**src/rtl/vga_scan_controller.sv**
```systemverilog
// VGA raster timing for the pong display: scan counters, registered sync,
// blanked pixel output and a once-per-frame tick at the start of vertical blanking.
module vga_scan_controller #(
   parameter int   H_ACTIVE          = 640,
   parameter int   H_FRONT           = 16,
   parameter int   H_SYNC            = 96,
   parameter int   H_BACK            = 48,
   parameter int   V_ACTIVE          = 480,
   parameter int   V_FRONT           = 10,
   parameter int   V_SYNC            = 2,
   parameter int   V_BACK            = 33,
   parameter logic SYNC_ACTIVE_LEVEL = 1'b0
) (
   input  logic        clk,
   input  logic        rst_n,
   input  logic        pixelEn,
   input  logic [7:0]  pixelIn,
   output logic [15:0] nextX,
   output logic [15:0] nextY,
   output logic        hsync,
   output logic        vsync,
   output logic [7:0]  pixelOut,
   output logic        displayActive,
   output logic        frameTick
);

   localparam logic [15:0] H_LAST   = 16'(H_ACTIVE + H_FRONT + H_SYNC + H_BACK - 1);
   localparam logic [15:0] V_LAST   = 16'(V_ACTIVE + V_FRONT + V_SYNC + V_BACK - 1);
   localparam logic [15:0] H_ACT    = 16'(H_ACTIVE);
   localparam logic [15:0] V_ACT    = 16'(V_ACTIVE);
   localparam logic [15:0] HS_START = 16'(H_ACTIVE + H_FRONT);
   localparam logic [15:0] HS_END   = 16'(H_ACTIVE + H_FRONT + H_SYNC);
   localparam logic [15:0] VS_START = 16'(V_ACTIVE + V_FRONT);
   localparam logic [15:0] VS_END   = 16'(V_ACTIVE + V_FRONT + V_SYNC);

   logic [15:0] hCount_q, hCount_d;
   logic [15:0] vCount_q, vCount_d;
   logic        hsync_q, hsync_d;
   logic        vsync_q, vsync_d;
   logic [7:0]  pixel_q, pixel_d;
   logic        active_q, active_d;
   logic        tick_q, tick_d;

   always_comb begin
      hCount_d = hCount_q + 16'd1;
      vCount_d = vCount_q;
      if (hCount_q == H_LAST) begin
         hCount_d = 16'd0;
         vCount_d = (vCount_q == V_LAST) ? 16'd0 : vCount_q + 16'd1;
      end
   end

   // Output stage decodes the counters as they stand before this edge.
   always_comb begin
      active_d = (hCount_q < H_ACT) && (vCount_q < V_ACT);
      hsync_d  = ((hCount_q >= HS_START) && (hCount_q < HS_END)) ?
                 SYNC_ACTIVE_LEVEL : ~SYNC_ACTIVE_LEVEL;
      vsync_d  = ((vCount_q >= VS_START) && (vCount_q < VS_END)) ?
                 SYNC_ACTIVE_LEVEL : ~SYNC_ACTIVE_LEVEL;
      pixel_d  = active_d ? pixelIn : 8'h00;
      tick_d   = (hCount_q == 16'd0) && (vCount_q == V_ACT);
   end

   always_ff @(posedge clk or negedge rst_n) begin
      if (!rst_n) begin
         hCount_q <= 16'd0;
         vCount_q <= 16'd0;
         hsync_q  <= ~SYNC_ACTIVE_LEVEL;
         vsync_q  <= ~SYNC_ACTIVE_LEVEL;
         pixel_q  <= 8'h00;
         active_q <= 1'b0;
         tick_q   <= 1'b0;
      end else if (pixelEn) begin
         hCount_q <= hCount_d;
         vCount_q <= vCount_d;
         hsync_q  <= hsync_d;
         vsync_q  <= vsync_d;
         pixel_q  <= pixel_d;
         active_q <= active_d;
         tick_q   <= tick_d;
      end
   end

   assign nextX         = hCount_q;
   assign nextY         = vCount_q;
   assign hsync         = hsync_q;
   assign vsync         = vsync_q;
   assign pixelOut      = pixel_q;
   assign displayActive = active_q;
   assign frameTick     = tick_q;

endmodule

```
**config.mk**
```make
export PLATFORM = sky130hd
export DESIGN_NAME = vga_scan_controller
export DESIGN_NICKNAME = d
export VERILOG_FILES = /design/src/rtl/vga_scan_controller.sv
export SDC_FILE = /design/constraint.sdc
export NUM_CORES = 1
export LEC_CHECK = 0
export CORE_ASPECT_RATIO = 0.5
export CORE_MARGIN = 2
export CORE_UTILIZATION = 54
export DETAILED_ROUTE_END_ITERATION = 6
export PLACE_DENSITY_LB_ADDON = 0.1
export SYNTH_ARGS = -nofsm -noshare
export SYNTH_HDL_FRONTEND = slang
export SYNTH_SLANG_ARGS = --single-unit
```
**constraint.sdc**
```tcl
create_clock -name clk -period 3.4 [get_ports clk]
set_input_delay 0.85 -clock clk [delete_from_list [all_inputs] [get_ports clk]]
set_output_delay 0.85 -clock clk [all_outputs]
set_load 0.005 [all_outputs]
```
==> flow_summary.json, run 1 <==
{
  "outcome": "finished, final reports clean",
  "rows": 17,
  "antenna_found_initial": 0,
  "ant_nets": 0,
  "final.period_utilization_pct": 68.80,
  "ir_drop_uv": 356.9,
  "cp_slowest_cell": "nand4_1",
  "synthDistinctLibCells": 46,
  "worst_slew_pin_slew_ps": 968.7,
  "rsz0062_at_grt": "false",
  "synthFlopType": "dfrtp_1",
  "grt_pass1_wl_mm": 9.653,
  "ys.warnings.count": 0,
  "syn_area_per_cell_um2": 10.53,
  "place_ws_ps": 780.9,
  "place_hpwl_mm": 4.061,
  "postLayoutCoreUtil_pct": 70.27,
  "grt_pass1_vias": 1956,
  "wirelength_mm": 5.819,
  "synthArstFlopShare_pct": 100.0,
  "drtPass1Iterations": 4,
  "core_area_um2": 4339,
  "htreeDepth": 2,
  "finClkSkew_ps": 9.292,
  "max_freq_mhz": 427.5,
  "cp_cell_sequence": "nor4_4, nand4_1, nor2_1, mux2i_1",
  "critPathKind": "reg2reg",
  "timing.final.hold_violations": 0,
  "power.leakage_nw": 1.265,
  "relSlewSlack_pct": 35.42,
  "grt_max_degree": 45,
  "cts_root_buffer": "clkbuf_8",
  "worstHoldPathType": "reg2reg",
  "cts_resized": 0,
  "globalplace.congestion": 0.8402,
  "start_util_pct": 55.31,
  "fin_crit_ps": 2339,
  "cts_tree": "built",
  "slowest_delay_ps": 600,
  "path_max_fanout": 11,
  "numCtsBuffers": 5,
  "drc": 0,
  "die_x_um": 98.28,
  "cts.clk_slew.worst_paths_ps": 80,
  "synth.top_cell.area_share_pct": 43.80,
  "syn2layout_area_growth_pct": 27.06,
  "antenna_cells": 0,
  "timing.critical_path.to_type": "flop",
  "dieHeight_um": 51.14,
  "finalSetupViolCount": 0,
  "ctsHoldBuffers": 0,
  "synth_common_cells": "42 x dfrtp_1, 18 x nor2_1, 15 x a22o_1",
  "cts_setup_buffers": 0,
  "grt_usage_pct": 24.57,
  "syn_inst": 228,
  "seq_area_frac_synth_pct": 45.99,
  "arrival_ps": 2570,
  "syn_nets": 243,
  "fin_nets": 293,
  "fin_cells": 336,
  "setup_slack_ps": 1061,
  "ios": 55,
  "dpl.cell_count": 328,
  "startpoint_type": "flop",
  "via_count": 2063,
  "synth_seq_cells": 44,
  "gr-total-overflow": 0,
  "wl_per_cell_um": 17.32,
  "clk_path_buf_depth": 2,
  "synthTopCellsByArea": "dfrtp_1 44%, a22o_1 5.5%, and4_1 3.6%",
  "vias_per_cell": 6.140,
  "drtIter0Drc": 158,
  "clock-sinks": 44,
  "portBuffers": 54,
  "synth_top_cell_by_area": "dfrtp_1",
  "maxCapViolations": 0,
  "setup_tns_ps": 0,
  "drive_gt1_share_pct": 10.04,
  "synth_edf_count": 0,
  "syn_area_um2": 2400,
  "clkLatencyLatePin_ps": 300,
  "synth.most_common_cell": "dfrtp_1",
  "worstPathRequired_ps": 3630,
  "timing.final.max_slew_violations": 0,
  "dieArea_um2": 5026,
  "power_density_nw_per_um2": 392.4
}
==> critical path: cells and delay by family (launching register included) <==
family           cells  cell delay, ps
muxes                1             230
DFF                  1             440
and+or+nand+nor      3            1600
==> cell type report <==
class | instances | area (µm²)
clock buffer | 8 | 90.09
inverter | 9 | 33.78
timing repair buffer | 56 | 550.5
fill | 340 | 1290
multi-input combinational | 162 | 1200
tap | 57 | 71.32
sequential | 44 | 1104
==> cell usage in the layout, fill, tap and decap left out, types with 2 or more instances in the layout <==
master	instances
mux2i_1	2
o31ai_1	3
and3_1	3
nand4_2	3
o211ai_1	3
nor4_4	3
clkbuf_8	6
a211o_1	5
ha_1	4
a41oi_1	2
o21ai_0	4
nand4_1	9
clkbuf_1	2
nor2_1	18
nor4_1	2
nand3_1	13
inv_1	8
xnor2_1	8
mux2_2	2
and4bb_2	3
dfstp_2	2
xor2_1	7
nor3_1	9
nor4_2	3
a22o_1	15
dfrtp_1	42
buf_4	2
nor4b_1	2
nand2_1	14
clkdlybuf4s50_1	53
and4_1	10
==> worst paths after layout <==
kind / startpoint / end / slack (ps) / cells past startpoint
min in group asynchronous: rst_n / pixelOut[7] / 700 / 1
max in group asynchronous: rst_n / nextX[12] / 2100 / 1
min: vsync / vsync / 510 / 2
min reg2reg: vsync / vsync / 510 / 2
max reg2reg: nextX[11] / nextY[1] / 1060 / 4
max: nextX[11] / nextY[1] / 1060 / 4
==> power breakdown <==
group          leakage (nW)  internal [mW]  switching (mW)  total (mW)
sequential            0.574          0.560          0.0892       0.649
combinational         0.646          0.122          0.0873       0.209
clock                0.0455          0.166           0.172       0.338
==> through the flow <==
stage          instance area [µm²]  hold slack (ps)  total power, mW
2_1_floorplan                 2400            477.5           0.7500
3_3_place_gp                  2959            470.6           0.8604
3_5_place_dp                  2959            487.6           0.8654
4_1_cts                       3049            506.1            1.205
5_1_grt                       3049            518.6            1.256
6_report                      3049            507.0            1.196
==> flip-flops by register name, summed over array words and instances (netlist names) <==
name / flops
displayActive: 1
nextX: 16
hsync: 1
pixelOut: 8
frameTick: 1
vsync: 1
nextY: 16
==> kinds of logic (layout without fill, tap and decap cells) <==
group	after synthesis	in the layout	synth area share, %
fa+ha+maj	4	4	2.086
mux	4	4	1.773
buf+inv	22	73	4.014
simple gates	100	100	27.69
compound gates	39	39	12.98
xor+xnor	15	15	5.475
flops	44	44	45.99
==> layer usage <==
metal  share of wire (%)  track usage, %  vias up
li1                    -               -      958
met4                0.82           7.991        0
met5                   0               0        -
met1                  47           34.68     1005
met2                  45           37.56       95
met3                 7.4           6.293        5
Note: power is estimated with default switching activity, not from simulation.
==> run 2: changes to the inputs <==
Settings changed: CORE_UTILIZATION 54 to 50.
Clock period 3.4 ns to 2.25 ns, I/O delays scaled along.
==> flow_summary.json, run 2 (synthesized netlist as in run 1, its figures left out) <==
{
  "wirelength_mm": 5.896,
  "ir_drop_uv": 536.6,
  "grt_max_degree": 21,
  "grt_pass1_wl_mm": 9.597,
  "worstHoldPathType": "in2async",
  "grt_usage_pct": 23.31,
  "cts_root_buffer": "clkbuf_8",
  "r2r_slack_ps": 280,
  "start_util_pct": 53.22,
  "ctsHoldBuffers": 0,
  "gr-total-overflow": 0,
  "power.leakage_nw": 1.325,
  "worstPathRequired_ps": 1690,
  "rr_startpoint": "nextY[14]",
  "dieHeight_um": 52.99,
  "combPwrFrac_pct": 19.9,
  "syn2layout_area_growth_pct": 31.07,
  "antenna_found_initial": 0,
  "cts.clk_slew.worst_paths_ps": 90,
  "power_mw": 1.825,
  "drtPass1Iterations": 4,
  "slowest_delay_ps": 590,
  "place_hpwl_mm": 4.226,
  "power_density_nw_per_um2": 580.3,
  "clk_path_buf_depth": 2,
  "grt_pass1_vias": 1941,
  "cts_resized": 0,
  "cp_cell_sequence": "clkdlybuf4s50_1",
  "layout_common_cells": "53 x clkdlybuf4s50_1, 42 x dfrtp_1, 18 x nor2_1",
  "relSlewSlack_pct": 65.95,
  "crit_buf_inv": 1,
  "numCtsBuffers": 5,
  "arrival_ps": 1450,
  "die_x_um": 102.0,
  "setup_slack_ps": 240.3,
  "core_area_um2": 4509,
  "fin_crit_ps": 2010,
  "finClkSkew_ps": 10.91,
  "ios": 55,
  "timing.final.hold_violations": 0,
  "globalplace.congestion": 0.8397,
  "portBuffers": 54,
  "p_switching_mw": 0.5594,
  "timing.critical_path.to_type": "output pin",
  "cp_slowest_cell": "clkdlybuf4s50_1",
  "fin_nets": 303,
  "critPathKind": "reg2out",
  "vias_per_cell": 5.890,
  "maxCapViolations": 0,
  "startpoint_type": "flop",
  "swShare_pct": 30.65,
  "final.period_utilization_pct": 89.32,
  "ant_nets": 0,
  "cts_setup_buffers": 0,
  "antenna_cells": 0,
  "wl_per_cell_um": 16.61,
  "outcome": "finished, final reports clean",
  "drive_gt1_share_pct": 13.84,
  "worst_slew_pin_slew_ps": 506.6,
  "clockPowerShare_pct": 27.5,
  "regToRegEndpoint": "nextY[13]",
  "r2r_cells": 4,
  "crit_family": "buffers and inverters",
  "via_count": 2091,
  "clkLatencyLatePin_ps": 300,
  "drc": 0,
  "setup_tns_ps": 0,
  "place_ws_ps": 59.30,
  "max_freq_mhz": 497.6,
  "rsz0062_at_grt": "false",
  "timing.final.max_slew_violations": 0,
  "clock-sinks": 44,
  "cts_tree": "built",
  "finalSetupViolCount": 0,
  "rows": 17,
  "path_max_fanout": 10,
  "internal_power_mw": 1.266,
  "drtIter0Drc": 82,
  "htreeDepth": 2,
  "sequentialPowerShare_pct": 52.6,
  "dieArea_um2": 5404,
  "final_common_cell": "clkdlybuf4s50_1"
}
==> run 2: changes by cell type in the layout (fill, tap and decap cells not counted) <==
| cell | before | now |
|---|---|---|
| clkinv_2 | 0 | 2 |
| clkinv_4 | 0 | 1 |
| clkbuf_1 | 2 | 0 |
| buf_12 | 0 | 1 |
| clkbuf_8 | 6 | 5 |
| buf_4 | 2 | 11 |
==> run 2: worst max path at each step <==
stage                    from  slack [ps]  depth (start not counted)         to
floorplan           nextX[14]         490                          4  nextY[11]
global placement      pixelEn         100                          6  nextX[11]
detailed placement    pixelEn          60                          6  nextX[13]
CTS                  nextY[4]         250                          1   nextY[4]
global route        nextX[11]         180                          5  nextY[11]
finish               nextY[4]         240                          1   nextY[4]
==> run 2: power by group through the flow <==
stage	Clock (mW)	Combinational [mW]	Sequential, mW
final	0.502	0.363	0.961
after global routing	0.542	0.398	0.970
after CTS	0.514	0.367	0.957
after detailed placement	0	0.364	0.971
after global placement	0	0.357	0.971
after floorplan	0	0.221	0.913
==> run 2: layout make-up <==
type / count / area (µm²)
Clock buffer: 5 / 68.82
Fill cell: 353 / 1364
Multi-Input combinational cell: 162 / 1200
Sequential cell: 44 / 1104
Clock inverter: 3 / 18.77
Timing Repair Buffer: 66 / 638.1
Tap cell: 66 / 82.58
Inverter: 9 / 33.78
==> run 2: per-layer routing <==
metal,GRT usage (%),vias to the layer above,part of all wire (%)
met4,5.778,0,0.80
met3,5.284,7,6.5
met5,0,-,0
met2,36.84,65,44
li1,-,981,-
met1,32.72,1038,49
==> run 2: stage by stage <==
step	util, %	hold slack (ps)	std cells	area [µm²]
after global placement	67.81	401.2	347	3058
after CTS	69.76	65.07	355	3146
final	69.76	72.70	355	3146
after detailed placement	67.81	404.4	347	3058
after floorplan	-	266.9	228	2400
after global routing	69.76	74.57	355	3146
==> run 3: changes to the inputs <==
Settings changed: RECOVER_POWER from default to 100.
==> flow_summary.json, run 3 (synthesized netlist as in run 1, its figures left out) <==
{
  "outcome": "finished, final reports clean",
  "path_max_fanout": 10,
  "power.leakage_nw": 1.382,
  "worst_slew_pin_slew_ps": 1115,
  "cp_cell_sequence": "dlygate4sd3_1",
  "final.period_utilization_pct": 90.73,
  "numCtsBuffers": 5,
  "ctsHoldBuffers": 0,
  "crit_buf_inv": 1,
  "worstPathRequired_ps": 1690,
  "cts_tree": "built",
  "crit_family": "buffers and inverters",
  "cts_setup_buffers": 0,
  "cp_slowest_cell": "dlygate4sd3_1",
  "syn2layout_area_growth_pct": 28.26,
  "wl_per_cell_um": 16.85,
  "place_hpwl_mm": 4.226,
  "arrival_ps": 1480,
  "top_usage_layer": "met2",
  "start_util_pct": 53.22,
  "clock-sinks": 44,
  "grtUsageMet1_pct": 32.72,
  "slowest_delay_ps": 630,
  "grtUsageMet3_pct": 5.284,
  "ios": 55,
  "fin_cells": 355,
  "grt_pass1_vias": 1941,
  "htreeDepth": 2,
  "via_count": 2142,
  "critPathLaunch": "nextX[6]",
  "layout_common_cells": "43 x dlygate4sd3_1, 42 x dfrtp_1, 18 x nor2_1",
  "clk_path_buf_depth": 2,
  "cts_resized": 0,
  "clkLatencyLatePin_ps": 300,
  "max_freq_mhz": 489.9,
  "drive_gt1_share_pct": 9.343,
  "ant_nets": 0,
  "fin_nets": 303,
  "nFillCells": 365,
  "gr-total-overflow": 0,
  "ir_drop_uv": 523.9,
  "final_common_cell": "dlygate4sd3_1",
  "rr_startpoint": "nextY[0]",
  "worstHoldPathType": "in2async",
  "grt_usage_pct": 23.31,
  "antenna_found_initial": 0,
  "fin_crit_ps": 2041,
  "maxCapViolations": 0,
  "dieHeight_um": 52.99,
  "vias_per_cell": 6.034,
  "portBuffers": 54,
  "rows": 17,
  "stdcell_area_um2": 3078,
  "startpoint_type": "flop",
  "grt_max_degree": 21,
  "finalSetupViolCount": 0,
  "finClkSkew_ps": 11.39,
  "timing.final.max_slew_violations": 0,
  "dpl.cell_count": 347,
  "cts.clk_slew.worst_paths_ps": 90,
  "drtIter0Drc": 54,
  "core_area_um2": 4509,
  "die_x_um": 102.0,
  "timing.critical_path.to_type": "output pin",
  "power_density_nw_per_um2": 583.1,
  "drtPass1Iterations": 4,
  "grt_pass1_wl_mm": 9.597,
  "setup_tns_ps": 0,
  "rsz0062_at_grt": "false",
  "globalplace.congestion": 0.8397,
  "dieArea_um2": 5404,
  "postLayoutCoreUtil_pct": 68.26,
  "drc": 0,
  "cts_root_buffer": "clkbuf_8",
  "timing.final.hold_violations": 0,
  "critPathKind": "reg2out",
  "use_met2_pct": 36.84,
  "wirelength_mm": 5.982,
  "placed_area_um2": 3058,
  "antenna_cells": 0,
  "relSlewSlack_pct": 25.64
}
## run 3: cell count changes in the layout (fill, tap and decap cells not counted), sizes merged
cell	previous run	this run
buf	13	6
clkbuf	5	12
clkdlybuf4s50	53	10
dlygate4sd3	0	43
## run 3: worst paths after layout
path | end | slack (ps) | cells past startpoint
max in group asynchronous | nextX[1] | 760 | 2
max | nextX[6] | 210 | 1
min | pixelOut[6] | 130 | 1
min in group clk | vsync | 500 | 2
min reg2reg | vsync | 500 | 2
max reg2reg | nextY[10] | 240 | 7
## run 3: area by class of cell
cell class,instances,area (µm²),share of cell area (%)
Sequential cell,44,1104,35.85
Multi-Input combinational cell,162,1155,37.52
Tap cell,66,82.58,2.683
Inverter,9,33.78,1.098
Clock inverter,3,18.77,0.6098
Clock buffer,5,68.82,2.236
Timing Repair Buffer,66,615.6,20.00
## run 3: routing by layer
metal | vias to the layer above | routed length, µm | share of wire (%)
met5 | - | 0 | 0
met4 | 0 | 52 | 0.87
met3 | 8 | 418 | 7.0
met2 | 91 | 2558 | 43
met1 | 1060 | 2953 | 49
li1 | 983 | - | -
## run 3: stage by stage
| stage | hold slack, ps | setup WS, ps | power [mW] |
|---|---|---|---|
| 2_1_floorplan | 266.9 | 490.5 | 1.133 |
| 3_3_place_gp | 401.2 | 98.21 | 1.328 |
| 3_5_place_dp | 404.4 | 59.30 | 1.335 |
| 4_1_cts | 65.07 | 245.1 | 1.838 |
| 5_1_grt | 161.4 | 140.4 | 1.881 |
| 6_report | 134.8 | 208.6 | 1.795 |
## run 3: power by group
part           internal, mW  switching, mW  total, mW  leakage, nW
registers             0.846          0.112      0.958        0.572
clock network         0.217          0.282      0.499       0.0479
logic                 0.179          0.159      0.337        0.762
